**src/rtl/hcm_row_reader_pkg.sv**
```systemverilog
// hcm_row_reader_pkg: shared HCM geometry, sweep states and row helpers.
package hcm_row_reader_pkg;
  localparam int NCOLS_HCM = 32;
  localparam int NROWS_HCM = 65536;
  localparam int ROWINDEXBITS_HCM = $clog2(NROWS_HCM);
  typedef enum logic [1:0] {IDLE = 2'd0, ISSUE = 2'd1, DRAIN = 2'd2} state_t;
  typedef logic [ROWINDEXBITS_HCM-1:0] row_t;
  typedef struct packed {
    row_t                 row;
    logic [NCOLS_HCM-1:0] data;
  } entry_t;
  function automatic row_t next_row(row_t r);
    return (32'(r) == NROWS_HCM - 1) ? '0 : row_t'(r + 1'b1);
  endfunction
endpackage

```
**src/rtl/hcm_row_reader_if.sv**
```systemverilog
// hcm_row_reader_if: HCM read port plus the downstream valid/ready row stream.
interface hcm_row_reader_if;
  import hcm_row_reader_pkg::*;
  logic                 readRow;
  row_t                 rowToRead;
  logic [NCOLS_HCM-1:0] rowReadOutput;
  row_t                 rowPassed;
  logic                 outValid;
  logic                 outReady;
  row_t                 outRow;
  logic [NCOLS_HCM-1:0] outData;
  modport master (output readRow, rowToRead, outValid, outRow, outData,
                  input rowReadOutput, rowPassed, outReady);
  modport slave (input readRow, rowToRead, outValid, outRow, outData,
                 output rowReadOutput, rowPassed, outReady);
endinterface

```
**src/rtl/hcm_row_fifo.sv**
```systemverilog
// hcm_row_fifo: synchronous FIFO with registered storage, count and full/empty flags.
module hcm_row_fifo #(
  parameter int W     = 48,
  parameter int DEPTH = 4
) (
  input  logic                     clk,
  input  logic                     resetN,
  input  logic                     push,
  input  logic [W-1:0]             din,
  input  logic                     pop,
  output logic [W-1:0]             dout,
  output logic [$clog2(DEPTH):0]   count,
  output logic                     full,
  output logic                     empty
);
  localparam int AW = $clog2(DEPTH);
  logic [W-1:0]  mem_q [DEPTH];
  logic [W-1:0]  mem_d [DEPTH];
  logic [AW-1:0] wr_q, wr_d, rd_q, rd_d;
  logic [AW:0]   cnt_q, cnt_d;
  always_comb begin
    mem_d = mem_q;
    if (push) mem_d[wr_q] = din;
    wr_d  = wr_q + AW'(push);
    rd_d  = rd_q + AW'(pop);
    cnt_d = cnt_q + (AW+1)'(push) - (AW+1)'(pop);
  end
  always_ff @(posedge clk or negedge resetN)
    if (!resetN) begin
      mem_q <= '{default: '0};
      wr_q  <= '0;
      rd_q  <= '0;
      cnt_q <= '0;
    end else begin
      mem_q <= mem_d;
      wr_q  <= wr_d;
      rd_q  <= rd_d;
      cnt_q <= cnt_d;
    end
  assign dout  = mem_q[rd_q];
  assign count = cnt_q;
  assign full  = cnt_q == (AW+1)'(DEPTH);
  assign empty = cnt_q == '0;
endmodule

```
**src/rtl/hcm_row_reader.sv**
```systemverilog
// hcm_row_reader: sweeps an inclusive (wrapping) HCM row range, one read per cycle,
// and streams returned rows downstream through a credit-guarded FIFO.
module hcm_row_reader
  import hcm_row_reader_pkg::*;
#(
  parameter int READ_LATENCY = 2,
  parameter int FIFO_DEPTH   = 4
) (
  input  logic             clk,
  input  logic             resetN,
  input  logic             start,
  input  row_t             firstRow,
  input  row_t             lastRow,
  input  logic             skipEmpty,
  input  logic             hcmBusy,
  output logic             busy,
  output logic             done,
  output logic             rowMismatch,
  hcm_row_reader_if.master bus
);
  localparam int CW = $clog2(FIFO_DEPTH) + 1;
  localparam int SW = CW + 1;
  state_t state_q, state_d;
  row_t next_q, next_d, last_q, last_d, row_q, row_d, cur, cur_last;
  logic skip_q, skip_d, rd_q, rd_d, done_q, done_d, mism_q, mism_d;
  logic [CW-1:0] infl_q, infl_d, count, cnt_n;
  logic [READ_LATENCY-1:0] pv_q, pv_d;
  row_t pi_q [READ_LATENCY];
  row_t pi_d [READ_LATENCY];
  logic accept, credit, issue, ret, keep, push, pop, full, empty;
  entry_t head;
  always_comb begin
    accept   = state_q == IDLE && start;
    cur      = accept ? firstRow : next_q;
    cur_last = accept ? lastRow : last_q;
    pop      = !empty && bus.outReady;
    ret      = pv_q[READ_LATENCY-1];
    keep     = ret && !(skip_q && bus.rowReadOutput == '0);
    push     = keep && (!full || pop);
    // a slot being popped this cycle is already free for a new read
    credit   = SW'(infl_q) + SW'(count) < SW'(FIFO_DEPTH) + SW'(pop);
    issue    = (accept || state_q == ISSUE) && !hcmBusy && credit;
    rd_d     = issue;
    row_d    = issue ? cur : row_q;
    next_d   = issue ? next_row(cur) : cur;
    last_d   = cur_last;
    skip_d   = accept ? skipEmpty : skip_q;
    infl_d   = infl_q + CW'(issue) - CW'(ret);
    cnt_n    = count + CW'(push) - CW'(pop);
    pv_d     = pv_q;
    pi_d     = pi_q;
    pv_d[0]  = rd_q;
    pi_d[0]  = row_q;
    for (int i = 1; i < READ_LATENCY; i++) begin
      pv_d[i] = pv_q[i-1];
      pi_d[i] = pi_q[i-1];
    end
    mism_d   = accept ? 1'b0 : mism_q | (ret && bus.rowPassed != pi_q[READ_LATENCY-1]);
    done_d   = state_q == DRAIN && infl_d == '0 && cnt_n == '0;
    state_d  = state_q;
    if (accept) state_d = ISSUE;
    if (issue && cur == cur_last) state_d = DRAIN;
    if (done_d) state_d = IDLE;
  end
  always_ff @(posedge clk or negedge resetN)
    if (!resetN) begin
      state_q <= IDLE;
      next_q  <= '0;
      last_q  <= '0;
      row_q   <= '0;
      skip_q  <= 1'b0;
      rd_q    <= 1'b0;
      done_q  <= 1'b0;
      mism_q  <= 1'b0;
      infl_q  <= '0;
      pv_q    <= '0;
      pi_q    <= '{default: '0};
    end else begin
      state_q <= state_d;
      next_q  <= next_d;
      last_q  <= last_d;
      row_q   <= row_d;
      skip_q  <= skip_d;
      rd_q    <= rd_d;
      done_q  <= done_d;
      mism_q  <= mism_d;
      infl_q  <= infl_d;
      pv_q    <= pv_d;
      pi_q    <= pi_d;
    end
  hcm_row_fifo #(.W(ROWINDEXBITS_HCM + NCOLS_HCM), .DEPTH(FIFO_DEPTH)) u_fifo (
    .clk   (clk),
    .resetN(resetN),
    .push  (push),
    .din   ({pi_q[READ_LATENCY-1], bus.rowReadOutput}),
    .pop   (pop),
    .dout  (head),
    .count (count),
    .full  (full),
    .empty (empty)
  );
  assign bus.readRow   = rd_q;
  assign bus.rowToRead = row_q;
  assign bus.outValid  = !empty;
  assign bus.outRow    = head.row;
  assign bus.outData   = head.data;
  assign busy          = state_q != IDLE;
  assign done          = done_q;
  assign rowMismatch   = mism_q;
endmodule

```
**src/flat_wrapper.sv**
```systemverilog
// flat-port wrapper written by rule: the top's interface ports become plain ports
module hcm_row_reader_flat import hcm_row_reader_pkg::*;
#(
  parameter int READ_LATENCY = 2,
  parameter int FIFO_DEPTH   = 4
)
  (clk, resetN, start, firstRow, lastRow, skipEmpty, hcmBusy, busy, done, rowMismatch, bus_readRow, bus_rowToRead, bus_outValid, bus_outRow, bus_outData, bus_rowReadOutput, bus_rowPassed, bus_outReady);
  hcm_row_reader_if bus_i ();
  input  logic clk;
  input  logic resetN;
  input  logic start;
  input  row_t firstRow;
  input  row_t lastRow;
  input  logic skipEmpty;
  input  logic hcmBusy;
  output logic busy;
  output logic done;
  output logic rowMismatch;
  output wire logic [$bits(bus_i.readRow)-1:0] bus_readRow;
  output wire logic [$bits(bus_i.rowToRead)-1:0] bus_rowToRead;
  output wire logic [$bits(bus_i.outValid)-1:0] bus_outValid;
  output wire logic [$bits(bus_i.outRow)-1:0] bus_outRow;
  output wire logic [$bits(bus_i.outData)-1:0] bus_outData;
  input wire logic [$bits(bus_i.rowReadOutput)-1:0] bus_rowReadOutput;
  input wire logic [$bits(bus_i.rowPassed)-1:0] bus_rowPassed;
  input wire logic [$bits(bus_i.outReady)-1:0] bus_outReady;
  assign bus_readRow = bus_i.readRow;
  assign bus_rowToRead = bus_i.rowToRead;
  assign bus_outValid = bus_i.outValid;
  assign bus_outRow = bus_i.outRow;
  assign bus_outData = bus_i.outData;
  assign bus_i.rowReadOutput = bus_rowReadOutput;
  assign bus_i.rowPassed = bus_rowPassed;
  assign bus_i.outReady = bus_outReady;
  hcm_row_reader #(.READ_LATENCY(READ_LATENCY), .FIFO_DEPTH(FIFO_DEPTH)) u_core (.clk(clk), .resetN(resetN), .start(start), .firstRow(firstRow), .lastRow(lastRow), .skipEmpty(skipEmpty), .hcmBusy(hcmBusy), .busy(busy), .done(done), .rowMismatch(rowMismatch), .bus(bus_i));
endmodule
```
**config.mk**
```make
export PLATFORM = sky130hd
export DESIGN_NAME = hcm_row_reader_flat
export DESIGN_NICKNAME = d
export VERILOG_FILES = /design/src/rtl/hcm_row_reader_pkg.sv /design/src/rtl/hcm_row_reader_if.sv /design/src/rtl/hcm_row_fifo.sv /design/src/rtl/hcm_row_reader.sv /design/src/flat_wrapper.sv
export SDC_FILE = /design/constraint.sdc
export NUM_CORES = 1
export LEC_CHECK = 0
export CAP_MARGIN = 20
export CORE_MARGIN = 10
export CORE_UTILIZATION = 60
export CTS_CLUSTER_SIZE = 20
export DETAILED_ROUTE_END_ITERATION = 8
export GPL_ROUTABILITY_DRIVEN = 0
export GPL_TIMING_DRIVEN = 0
export PLACE_DENSITY_LB_ADDON = 0.2
export SETUP_SLACK_MARGIN = 0.5
export SLEW_MARGIN = 5
export SYNTH_ARGS = -nofsm -noshare
export SYNTH_HDL_FRONTEND = slang
export SYNTH_SLANG_ARGS = --single-unit
```
**constraint.sdc**
```tcl
create_clock -name clk -period 8.4 [get_ports clk]
set_input_delay 0.84 -clock clk [delete_from_list [all_inputs] [get_ports clk]]
set_output_delay 0.84 -clock clk [all_outputs]
set_load 0.02 [all_outputs]
```
# ---- Word level (Yosys, flattened, before mapping)
# Index checks and enable logic that the tools add are counted.
dict set report op_classes {
  n_addsub 9
  order_cmp 4
  eq_ne 6
  mux 14
  n_bitwise 3
  reduce_logical 25
}
# cell n
set ops {}
lappend ops {{192-bit bitwise mux} 1}
lappend ops {{48-bit 2-to-1 mux} 3}
lappend ops {{48-bit binary-select mux with 2-bit select} 1}
lappend ops {{48-bit demux with 2-bit select} 1}
lappend ops {{16-bit 2-to-1 mux} 4}
lappend ops {{32-bit zero test} 1}
lappend ops {{16-bit by 1-bit adder with 16-bit output, second input constant} 1}
lappend ops {{16-bit == test} 1}
lappend ops {{16-bit == test, second input constant} 1}
lappend ops {{16-bit inequality test} 1}
lappend ops {{1-bit logical AND} 12}
lappend ops {{3-bit zero test} 3}
lappend ops {{3-bit by 1-bit adder with 3-bit output} 2}
lappend ops {{3-bit greater-or-equal comparator, second input constant} 2}
lappend ops {{2-bit 2-to-1 mux} 3}
lappend ops {{2-bit inverter with 3-bit output} 2}
lappend ops {{3-bit by 1-bit subtractor with 3-bit output} 2}
lappend ops {{2-bit by 1-bit adder with 2-bit output} 2}
lappend ops {{3-bit by 1-bit adder with 4-bit output, first input constant} 1}
lappend ops {{3-bit by 3-bit adder with 4-bit output} 1}
lappend ops {{1-bit zero test} 4}
lappend ops {{4-bit < comparator} 1}
lappend ops {{3-bit == test, second input constant} 1}
lappend ops {{3-bit by 1-bit < comparator with 1-bit output, second input constant} 1}
lappend ops {{other kinds (8)} 9}
dict set report totals {
  register_bits 290
  in_bits 86
  out_inout_bits 69
  wordCells 80
}

# ---- Longest topological paths before layout
# Gate-level depths: netlist of run 1.
dict set report logic_depth {
  depth_word 12
  mapped_depth 15
  mapped_depth_nobuf 14
}

# ---- By module
# Synthesis of run 1 repeated with hierarchy kept, for this count alone.
dict set report unflattened {
  hier_cells 931
  area_unflattened_um2 13072.5
}
# module instances cells_per_inst area_each_um2 seq_area_each_um2
set by_module_without_submodules {}
lappend by_module_without_submodules {hcm_row_fifo 1 488 8559.5 4979.8}
lappend by_module_without_submodules {hcm_row_reader 1 443 4513.1 2277.2}

# ---- Worst setup path before layout of run 1
# Ideal clock, no wire load.
dict set report synth_path {
  kind {register -> register}
  startpoint {register u_core.u_fifo.cnt_q[0] (netlist: u_core.u_fifo.count[0])}
  endpoint {register u_core.state_q[1]}
  setup_time_ns 0.132
  arrival_ns 3.706
  required_time_ns 8.268
  setup_slack_ns 4.563
  stages_incl_launch_ff 16
  path_buffers 1
  synth_period_minus_slack_ns 3.837
  cell_sequence {dfrtp_1 ha_1 fa_1 nor2_1 a32o_1 nand3_1 inv_1 clkbuf_1 ha_1 inv_1 fa_1 inv_1 or4_1 or3_1 nor3_1 o22ai_1}
}
dict set report synth_between {
  elab_chain_cells 12
  word_cells_on_any_way 23
  cone_classes {6 x add/sub; 1 x order compare; 1 x eq/ne; 2 x mux; 13 x reduce/logical}
}
# item line
set synth_lines {}
lappend synth_lines {{from (decl)} hcm_row_fifo.sv:20} ;# logic [AW:0] cnt_q, cnt_d;
lappend synth_lines {{from (signal assigned)} hcm_row_fifo.sv:38} ;# cnt_q <= cnt_d;
lappend synth_lines {{3-bit zero test} hcm_row_fifo.sv:43} ;# assign empty = cnt_q == '0;
lappend synth_lines {{1-bit zero test} hcm_row_reader.sv:36} ;# pop = !empty && bus.outReady;
lappend synth_lines {{1-bit logical AND} hcm_row_reader.sv:36}
lappend synth_lines {{3-bit by 1-bit adder with 4-bit output} hcm_row_reader.sv:41} ;# credit = SW'(infl_q) + SW'(count) < SW'(FIFO_DEPTH) + SW'(pop);
lappend synth_lines {{4-bit < comparator (*)} hcm_row_reader.sv:41}
lappend synth_lines {{1-bit logical AND (*)} hcm_row_reader.sv:42} ;# issue = (accept || state_q == ISSUE) && !hcmBusy && credit;
lappend synth_lines {{net u_core.issue} hcm_row_reader.sv:30} ;# logic accept, credit, issue, ret, keep, push, pop, full, empty;
lappend synth_lines {{3-bit by 1-bit adder with 3-bit output (*)} hcm_row_reader.sv:48} ;# infl_d = infl_q + CW'(issue) - CW'(ret);
lappend synth_lines {{3-bit by 1-bit subtractor with 3-bit output (*)} hcm_row_reader.sv:48}
lappend synth_lines {{net u_core.infl_d[1]} hcm_row_reader.sv:26} ;# logic [CW-1:0] infl_q, infl_d, count, cnt_n;
lappend synth_lines {{3-bit zero test (*)} hcm_row_reader.sv:59} ;# done_d = state_q == DRAIN && infl_d == '0 && cnt_n == '0;
lappend synth_lines {{1-bit logical AND (*) (2 in series)} hcm_row_reader.sv:59}
lappend synth_lines {{net u_core.done_d} hcm_row_reader.sv:25} ;# logic skip_q, skip_d, rd_q, rd_d, done_q, done_d, mism_q, mism_d;
lappend synth_lines {{3-bit nonzero test (no line) / 2-bit 2-to-1 mux (equally long branches)} -}
lappend synth_lines {{to (signal assigned)} hcm_row_reader.sv:79} ;# state_q <= state_d;
lappend synth_lines {{to (decl)} hcm_row_reader.sv:23} ;# state_t state_q, state_d;
# Mark *: on every way through the listed nets, which the timed path passes. The rest lies on a longest branch.
# A chain may end at the register's enable or synchronous reset.

# ---- Worst setup path after layout of run 1
# Ends and elaborated chain as after synthesis.

==> metrics.csv, run 1 <==
stage,metric,value,unit
placed_design,port_buffers,154,
grt,overflow,0,
logic_synthesis,synthMuxAreaShare,0.264,
clock_network,clk_pin_slew,0.06,ns
power_and_ir_drop,peakVddDrop,157,uV
timing,maxSlewViolCount,0,
cells_and_area,stdcell_count,1403,
timing,setup_violations,0,
logic_synthesis,synth-xor-area-share,0.0387,
cells_and_area,drive_gt1_frac,0.286,
grt,grt_pass1_vias,8580,
die,fp.coreArea,0.0211,sq mm
timing,worst_slew_pin_slew,0.918,ns
min_path,hold_path.class,primary input to asynchronous set/reset pin,
power_and_ir_drop,power_density,188,mW/mm^2
cells_and_area,final_util,0.757,
route,via_per_inst,5.78,
outcome,status,"finished, final reports clean",
clock_network,cts_buffers,29,
clock_network,clockRootBuffer,clkbuf_16,
setup_path,rr_startpoint,u_core.u_fifo.count[0]$_DFF_PN0_,
placed_design,dp_hpwl,20800,um
logic_synthesis,synthAdderAreaFrac,0.0144,
logic_synthesis,yosys.area.top_type_share,0.563,
setup_path,critPathCapture,u_core.state_q[1]$_DFFE_PN0P_,
timing,rsz0062_at_grt,no,
logic_synthesis,synthArstFlopShare,1.00,
route,drt_wl_total,29600,um
route,routedWlPerCell,21.1,um
route,vias,8107,
clock_network,cts_tree,done,
cells_and_area,final_nets,1204,
timing,max_freq,221,MHz
logic_synthesis,yosys_most_used_dff,dfrtp_1,
logic_synthesis,synth.distinct_cells,51,
clock_network,cts_resized,0,
timing,relSlewSlack,0.388,
timing,min_period,4.53,ns
route,drt_first_pass_iters,8,
cells_and_area,antenna_cells,0,
grt,gr-usage-all-layers,0.210,
logic_synthesis,syn_area,0.0129,sq mm
setup_path,worstPathRequired,8.81,ns
logic_synthesis,synth_top_family_by_area,multiplexers,
logic_synthesis,yosys_warnings,0,
logic_synthesis,yosysTopAreaCell,dfrtp_1,
route,ant_nets,0,
setup_path,reg2reg_slack,3.87,ns
timing,final.period_utilization,0.539,
logic_synthesis,seq_area_frac_synth,0.563,
logic_synthesis,synth_fp_nets,1016,
timing,finalHoldViolCount,0,
timing,fin_skew,0.0108,ns
cells_and_area,area.growth.synth_to_final,23.8,%
setup_path,end_kind,register,
clock_network,htreeDepth,1,
die,die-area,0.0278,sq mm
setup_path,crit_path_start_kind,register,
die,pin_count,155,
logic_synthesis,synth_seq_cells,290,
logic_synthesis,synth_area_leaders,"dfrtp_1 (56%), mux2_2 (15%), mux4_2 (8.4%)",
timing,fin_tns_setup,0,ns
die,die_w,167,um
route,drt_iter0_markers,484,
setup_path,startpoint,u_core.u_fifo.count[0]$_DFF_PN0_,
grt,grt_pass1_wl,47700,um
logic_synthesis,synth-edff-count,0,
setup_path,ff2ff_path_depth,15,
setup_path,worst-setup-path-type,register to register,
clock_network,cts_setup_buffers,0,
logic_synthesis,synth_compound_area_frac,0.0209,
grt,grt_max_degree,76,
clock_network,clock_latency,0.55,ns
power_and_ir_drop,p_leak,7.60,nW
setup_path,worstPathMaxFanout,11,
logic_synthesis,synthSimpleGateAreaFrac,0.0704,
setup_path,regToRegEndpoint,u_core.state_q[1]$_DFFE_PN0P_,
logic_synthesis,syn_inst,917,
die,die_y,167,um
logic_synthesis,avgSynthCellArea,14.1,sq um
clock_network,clk_path_buf_depth,3,
die,initial_core_util,0.611,
placed_design,dp.cells,1349,
clock_network,cts.sinks,290,
job,cap_viol_max_count,0,
setup_path,critPathArrivalTime,4.94,ns
route,drc,0,
die,row_count,53,
clock_network,holdBufCountCts,0,
grt,antenna_found_initial,1,
layout by cell type, fill, tap and decap left out, types with 5 or more instances in the layout:
master	Yosys	routed
nand2b_1	7	7
buf_4	16	16
nand4_1	17	17
dfrtp_1	290	290
nor4_1	16	16
clkbuf_16	0	29
nand3_1	11	11
o21ai_0	13	13
mux2i_1	11	11
clkdlybuf4s50_1	0	153
xor2_1	26	26
xnor2_1	31	31
clkinv_2	0	9
or3_1	5	5
a21oi_1	6	6
mux2_1	18	18
bufinv_16	0	8
mux2_2	177	177
inv_1	15	15
nor3_1	6	6
nand2_1	97	97
ha_1	10	10
buf_2	19	19
mux4_2	48	48
buf_1	7	7
nor2_1	12	12
clkbuf_1	17	19
layer usage:
metal,up-vias,track usage,share of wire
met5,-,0,0.00068
met4,2,0.0473,0.021
met3,49,0.0393,0.051
met2,212,0.339,0.48
met1,4182,0.291,0.44
li1,3662,-,-
per-stage QoR:
step	instance area [sq um]	hold slack, ns	total power (W)	setup slack (ns)
after floorplan	12900	0.331	0.00147	4.56
after global placement	14800	0.333	0.00156	-5.85
after detailed placement	14900	0.335	0.00157	3.52
after CTS	16000	0.263	0.00302	3.84
after global routing	16000	0.277	0.00308	3.64
final	16000	0.248	0.00299	3.87
kinds of logic after synthesis:
kind of cell | Yosys count
DFF | 290
muxes | 255
and+or+nand+nor | 187
buffers and inverters | 75
xor gates and xnor gates | 57
AOI/OAI and AO/OA | 40
adders and majority gates | 13
layout make-up:
type / count / area (sq um)
clock buffers: 35 / 788
clock inverters: 19 / 302
fillers: 1374 / 5130
multi-input cells: 552 / 5260
flip-flops and latches: 290 / 7260
repair buffers: 157 / 1630
plain buffers: 60 / 317
well taps: 275 / 344
inverters: 15 / 56.3
worst max-delay path, stage by stage, from the launching register on:
cell      delay (ns)
dfrtp_1         0.42
ha_1            0.25
fa_1            0.44
nor2_1          0.11
a32o_1          0.20
nand3_1         0.22
inv_1           0.29
clkbuf_1        0.46
ha_1            0.25
inv_1           0.05
fa_1            0.48
inv_1           0.05
or4_1           0.46
or3_1           0.33
nor3_1          0.27
o22ai_1         0.12
synth_stat cells, types with 4 or more instances:
library cell / n
a21oi_1: 6
buf_1: 7
buf_2: 19
buf_4: 16
clkbuf_1: 17
dfrtp_1: 290
ha_1: 10
inv_1: 15
mux2_1: 18
mux2_2: 177
mux2i_1: 11
mux4_2: 48
nand2_1: 97
nand2b_1: 7
nand3_1: 11
nand4_1: 17
nor2_1: 12
nor3_1: 6
nor4_1: 16
o21ai_0: 13
o22ai_1: 4
or3_1: 5
xnor2_1: 31
xor2_1: 26
worst min path at each step:
stage | slack [ns] | endpoint | startpoint | depth (start not counted)
3_5_place_dp | 0.33 | u_core.pi_q[15]$_DFF_PN0_ | u_core.pi_d[15]$_DFF_PN0_ | 0
3_3_place_gp | 0.33 | u_core.pi_q[11]$_DFF_PN0_ | u_core.pi_d[11]$_DFF_PN0_ | 0
6_report | 0.25 | u_core.u_fifo.mem_q[185]$_DFFE_PN0P_ | resetN | 1
4_1_cts | 0.26 | u_core.u_fifo.mem_q[185]$_DFFE_PN0P_ | resetN | 1
5_1_grt | 0.28 | u_core.u_fifo.mem_q[185]$_DFFE_PN0P_ | resetN | 1
2_1_floorplan | 0.33 | u_core.pi_q[0]$_DFF_PN0_ | u_core.pi_d[0]$_DFF_PN0_ | 0
state kept, by name, summed over array words and instances (netlist names), 2 cells and up:
| signal | flops |
|---|---|
| u_core.pv_q | 2 |
| u_core.bus.rowToRead | 16 |
| u_core.u_fifo.count | 3 |
| u_core.next_q | 16 |
| u_core.u_fifo.mem_q | 192 |
| u_core.infl_q | 3 |
| u_core.last_q | 16 |
| u_core.state_q | 2 |
| u_core.pi_q | 16 |
| u_core.u_fifo.wr_q | 2 |
| u_core.pi_d | 16 |
| u_core.u_fifo.rd_q | 2 |
power breakdown:
part	internal, W	leakage, nW	switching, W	total (W)
Sequential	0.00140	3.99	0.00000771	0.00141
Clock	0.000912	0.541	0.000542	0.00145
Combinational	0.0000588	3.06	0.0000676	0.000126
Note: power is estimated with default switching activity, not from simulation.
==> run 2: changes to the inputs <==
CORE_UTILIZATION = 51   (was 60)
clock period = 4.1 ns   (was 8.4 ns; I/O delays follow)
==> run 2 against run 1 <==
  * Flip-flop and latch count unchanged
  * Count of clock-buffer cells in the layout up 13
  * Non-clock buffer count up 7
  * Critical path depth unchanged
  * Register-to-register slack worse by 3.4 ns
  * Die area up 15%
  * Sequential power up 110%
  * Critical endpoint unchanged
  * Largest power group is now registers
  * Highest routed layer unchanged
==> metrics.csv, run 2 (synthesis results as in run 1) <==
stage,metric,value,unit,change
grt,grt_pass1_vias,8756,,was 8580
route,drc,0,,unchanged
die,pin_count,155,,unchanged
cells_and_area,largest_register_ff_count,192,,unchanged
grt,antenna_found_initial,2,,was 1
min_path,worstHoldStart,u_core.pi_d[0]$_DFF_PN0_,,
setup_path,worstPathMaxFanout,4,,was 11
setup_path,startpoint,u_core.u_fifo.count[0]$_DFF_PN0_,,unchanged
placed_design,port_buffers,154,,unchanged
grt,overflow,0,,unchanged
timing,worst_slew_pin_slew,0.902,ns,was 0.918 ns
setup_path,regToRegEndpoint,u_core.state_q[1]$_DFFE_PN0P_,,unchanged
timing,relSlewSlack,0.399,,was 0.388
setup_path,worst-setup-path-type,register to register,,unchanged
outcome,status,"finished, final reports clean",,unchanged
min_path,hold_depth,0,,
power_and_ir_drop,finalPower,0.00584,W,was 0.00299 W
route,drt_wl_total,30200,um,was 29600 um
power_and_ir_drop,peakVddDrop,352,uV,was 157 uV
route,vias,8097,,was 8107
setup_path,critPathMaxStageDelay,0.47,ns,was 0.48 ns
timing,min_period,3.58,ns,was 4.53 ns
clock_network,clockRootBuffer,clkbuf_16,,unchanged
cells_and_area,final_nets,1213,,was 1204
route,via_per_inst,5.52,,was 5.78
setup_path,critical_path.cell_chain,ha_2 -> fa_1 -> nor2_1 -> a32o_2 -> nand3_4 -> inv_4 -> clkbuf_16 -> ha_1 -> inv_1 -> fa_1 -> inv_1 -> or4_1 -> or3_1 -> nor3_2 -> o22ai_1,,was ha_1 -> fa_1 -> nor2_1 -> a32o_1 -> nand3_1 -> inv_1 -> clkbuf_1 -> ha_1 -> inv_1 -> fa_1 -> inv_1 -> or4_1 -> or3_1 -> nor3_1 -> o22ai_1
setup_path,slowest_stage,fa_1,,unchanged
setup_path,path_buf_inv,4,,unchanged
placed_design,dp_hpwl,21400,um,was 20800 um
setup_path,reg2reg_slack,0.52,ns,was 3.87 ns
timing,fin_skew,0.0255,ns,was 0.0108 ns
timing,max_freq,279,MHz,was 221 MHz
job,cap_viol_max_count,0,,unchanged
cells_and_area,area.growth.synth_to_final,24.8,%,was 23.8%
clock_network,clock_latency,0.56,ns,was 0.55 ns
cells_and_area,drive_gt1_frac,0.298,,was 0.286
timing,setup_ws,0.519,ns,was 3.87 ns
placed_design,dp.cells,1404,,was 1349
timing,setup_violations,0,,unchanged
cells_and_area,largest_register,u_core.u_fifo.mem_q,,unchanged
clock_network,cts_tree,done,,unchanged
setup_path,crit_path_start_kind,register,,unchanged
route,ant_nets,0,,unchanged
timing,finalHoldViolCount,0,,unchanged
grt,grt_max_degree,81,,was 76
clock_network,cts.sinks,290,,unchanged
min_path,hold_path.class,register to register,,was primary input to asynchronous set/reset pin
setup_path,rr_startpoint,u_core.u_fifo.count[0]$_DFF_PN0_,,unchanged
cells_and_area,final_area,0.0161,sq mm,was 0.0160 sq mm
setup_path,critPathArrivalTime,3.99,ns,was 4.94 ns
clock_network,cts_buffers,31,,was 29
placed_design,post-place-ws,-0.285,ns,was 3.52 ns
timing,maxSlewViolCount,0,,unchanged
setup_path,worstPathRequired,4.51,ns,was 8.81 ns
die,fp.coreArea,0.0250,sq mm,was 0.0211 sq mm
die,die_w,179,um,was 167 um
power_and_ir_drop,power_density,363,mW/mm^2,was 188 mW/mm^2
timing,rsz0062_at_grt,yes,,was no
clock_network,clk_path_buf_depth,3,,unchanged
cells_and_area,stdcell_count,1468,,was 1403
route,routedWlPerCell,20.6,um,was 21.1 um
cells_and_area,final_common_cell,dfrtp_1,,unchanged
clock_network,clk_pin_slew,0.06,ns,about the same
die,die-area,0.0320,sq mm,was 0.0278 sq mm
clock_network,htreeDepth,1,,unchanged
route,drt_iter0_markers,618,,was 484
grt,grt_pass1_wl,48600,um,was 47700 um
timing,final.period_utilization,0.873,,was 0.539
setup_path,cp_top_family,adder cells,,unchanged
die,row_count,58,,was 53
power_and_ir_drop,p_leak,7.61,nW,was 7.60 nW
die,initial_core_util,0.515,,was 0.611
cells_and_area,layout_common_cells,"dfrtp_1 (290), mux2_2 (177), clkdlybuf4s50_1 (153)",,unchanged
setup_path,ff2ff_path_depth,15,,unchanged
route,drt_first_pass_iters,5,,was 8
die,die_y,179,um,was 167 um
grt,gr-usage-all-layers,0.192,,was 0.210
min_path,min_to,u_core.pi_q[0]$_DFF_PN0_,,
timing,whs,0.320,ns,was 0.248 ns
placed_design,placed_area,0.0149,sq mm,about the same
setup_path,end_kind,register,,unchanged
[run 2: cell types whose count changed in the layout (fill, tap and decap cells not counted), sizes merged, moves of 3 or more]
cell and delta:
clkbuf +15, bufinv -7, buf +3, clkinv -3
[run 2: area by class of cell]
cell class	count	area, sq um
diodes	1	2.50
fillers	1965	8950
plain buffers	60	353
inverters	15	58.8
repair buffers	164	1680
flip-flops and latches	290	7260
multi-input cells	552	5340
well taps	330	413
clock buffers	48	910
clock inverters	8	68.8
[run 2: metrics by stage]
stage                      TNS, ns   util
after floorplan                  0      -
after detailed placement    -0.429  0.597
after global placement    -2865.20  0.594
after CTS                        0  0.641
after global routing             0  0.642
final                            0  0.643
[run 2: repair_timing]
item,in CTS,in global routing
endpoints found under the hold margin,78,0
buffers inserted,4,2
hold buffers,1,0
gates resized for setup,14,9
pin swaps,3,3
endpoints found under the setup margin,22,23
[run 2: worst max-delay path by stage]
| stage | slack [ns] | to | depth (start not counted) |
|---|---|---|---|
| 2_1_floorplan | 0.53 | u_core.state_q[1]$_DFFE_PN0P_ | 15 |
| 3_3_place_gp | -9.91 | u_core.last_q[14]$_DFF_PN0_ | 1 |
| 4_1_cts | 0.42 | u_core.state_q[1]$_DFFE_PN0P_ | 15 |
| 6_report | 0.52 | u_core.state_q[1]$_DFFE_PN0P_ | 15 |
| 3_5_place_dp | -0.29 | u_core.state_q[1]$_DFFE_PN0P_ | 15 |
| 5_1_grt | 0.37 | u_core.state_q[1]$_DFFE_PN0P_ | 15 |
[run 2: per-layer routing]
layer	GRT usage	vias to the layer above	share of wire
met1	0.262	4194	0.45
met4	0.0386	2	0.014
met3	0.0360	33	0.055
met5	0	-	0.00043
met2	0.315	191	0.48
li1	-	3677	-
[run 2: worst register-to-register path: cells and delay by family (launching register included)]
kind                     cells  cell delay, ns
adder cells (fa/ha/maj)      4            1.24
buffers and inverters        4            0.34
AO/OA/AOI/OAI                2            0.32
flip-flops                   1            0.39
AND/OR/NAND/NOR              5            1.16
[run 2: report_power, final]
group          switching [W]  internal (W)
clock network        0.00110       0.00158
registers          0.0000171       0.00288
logic               0.000142      0.000122
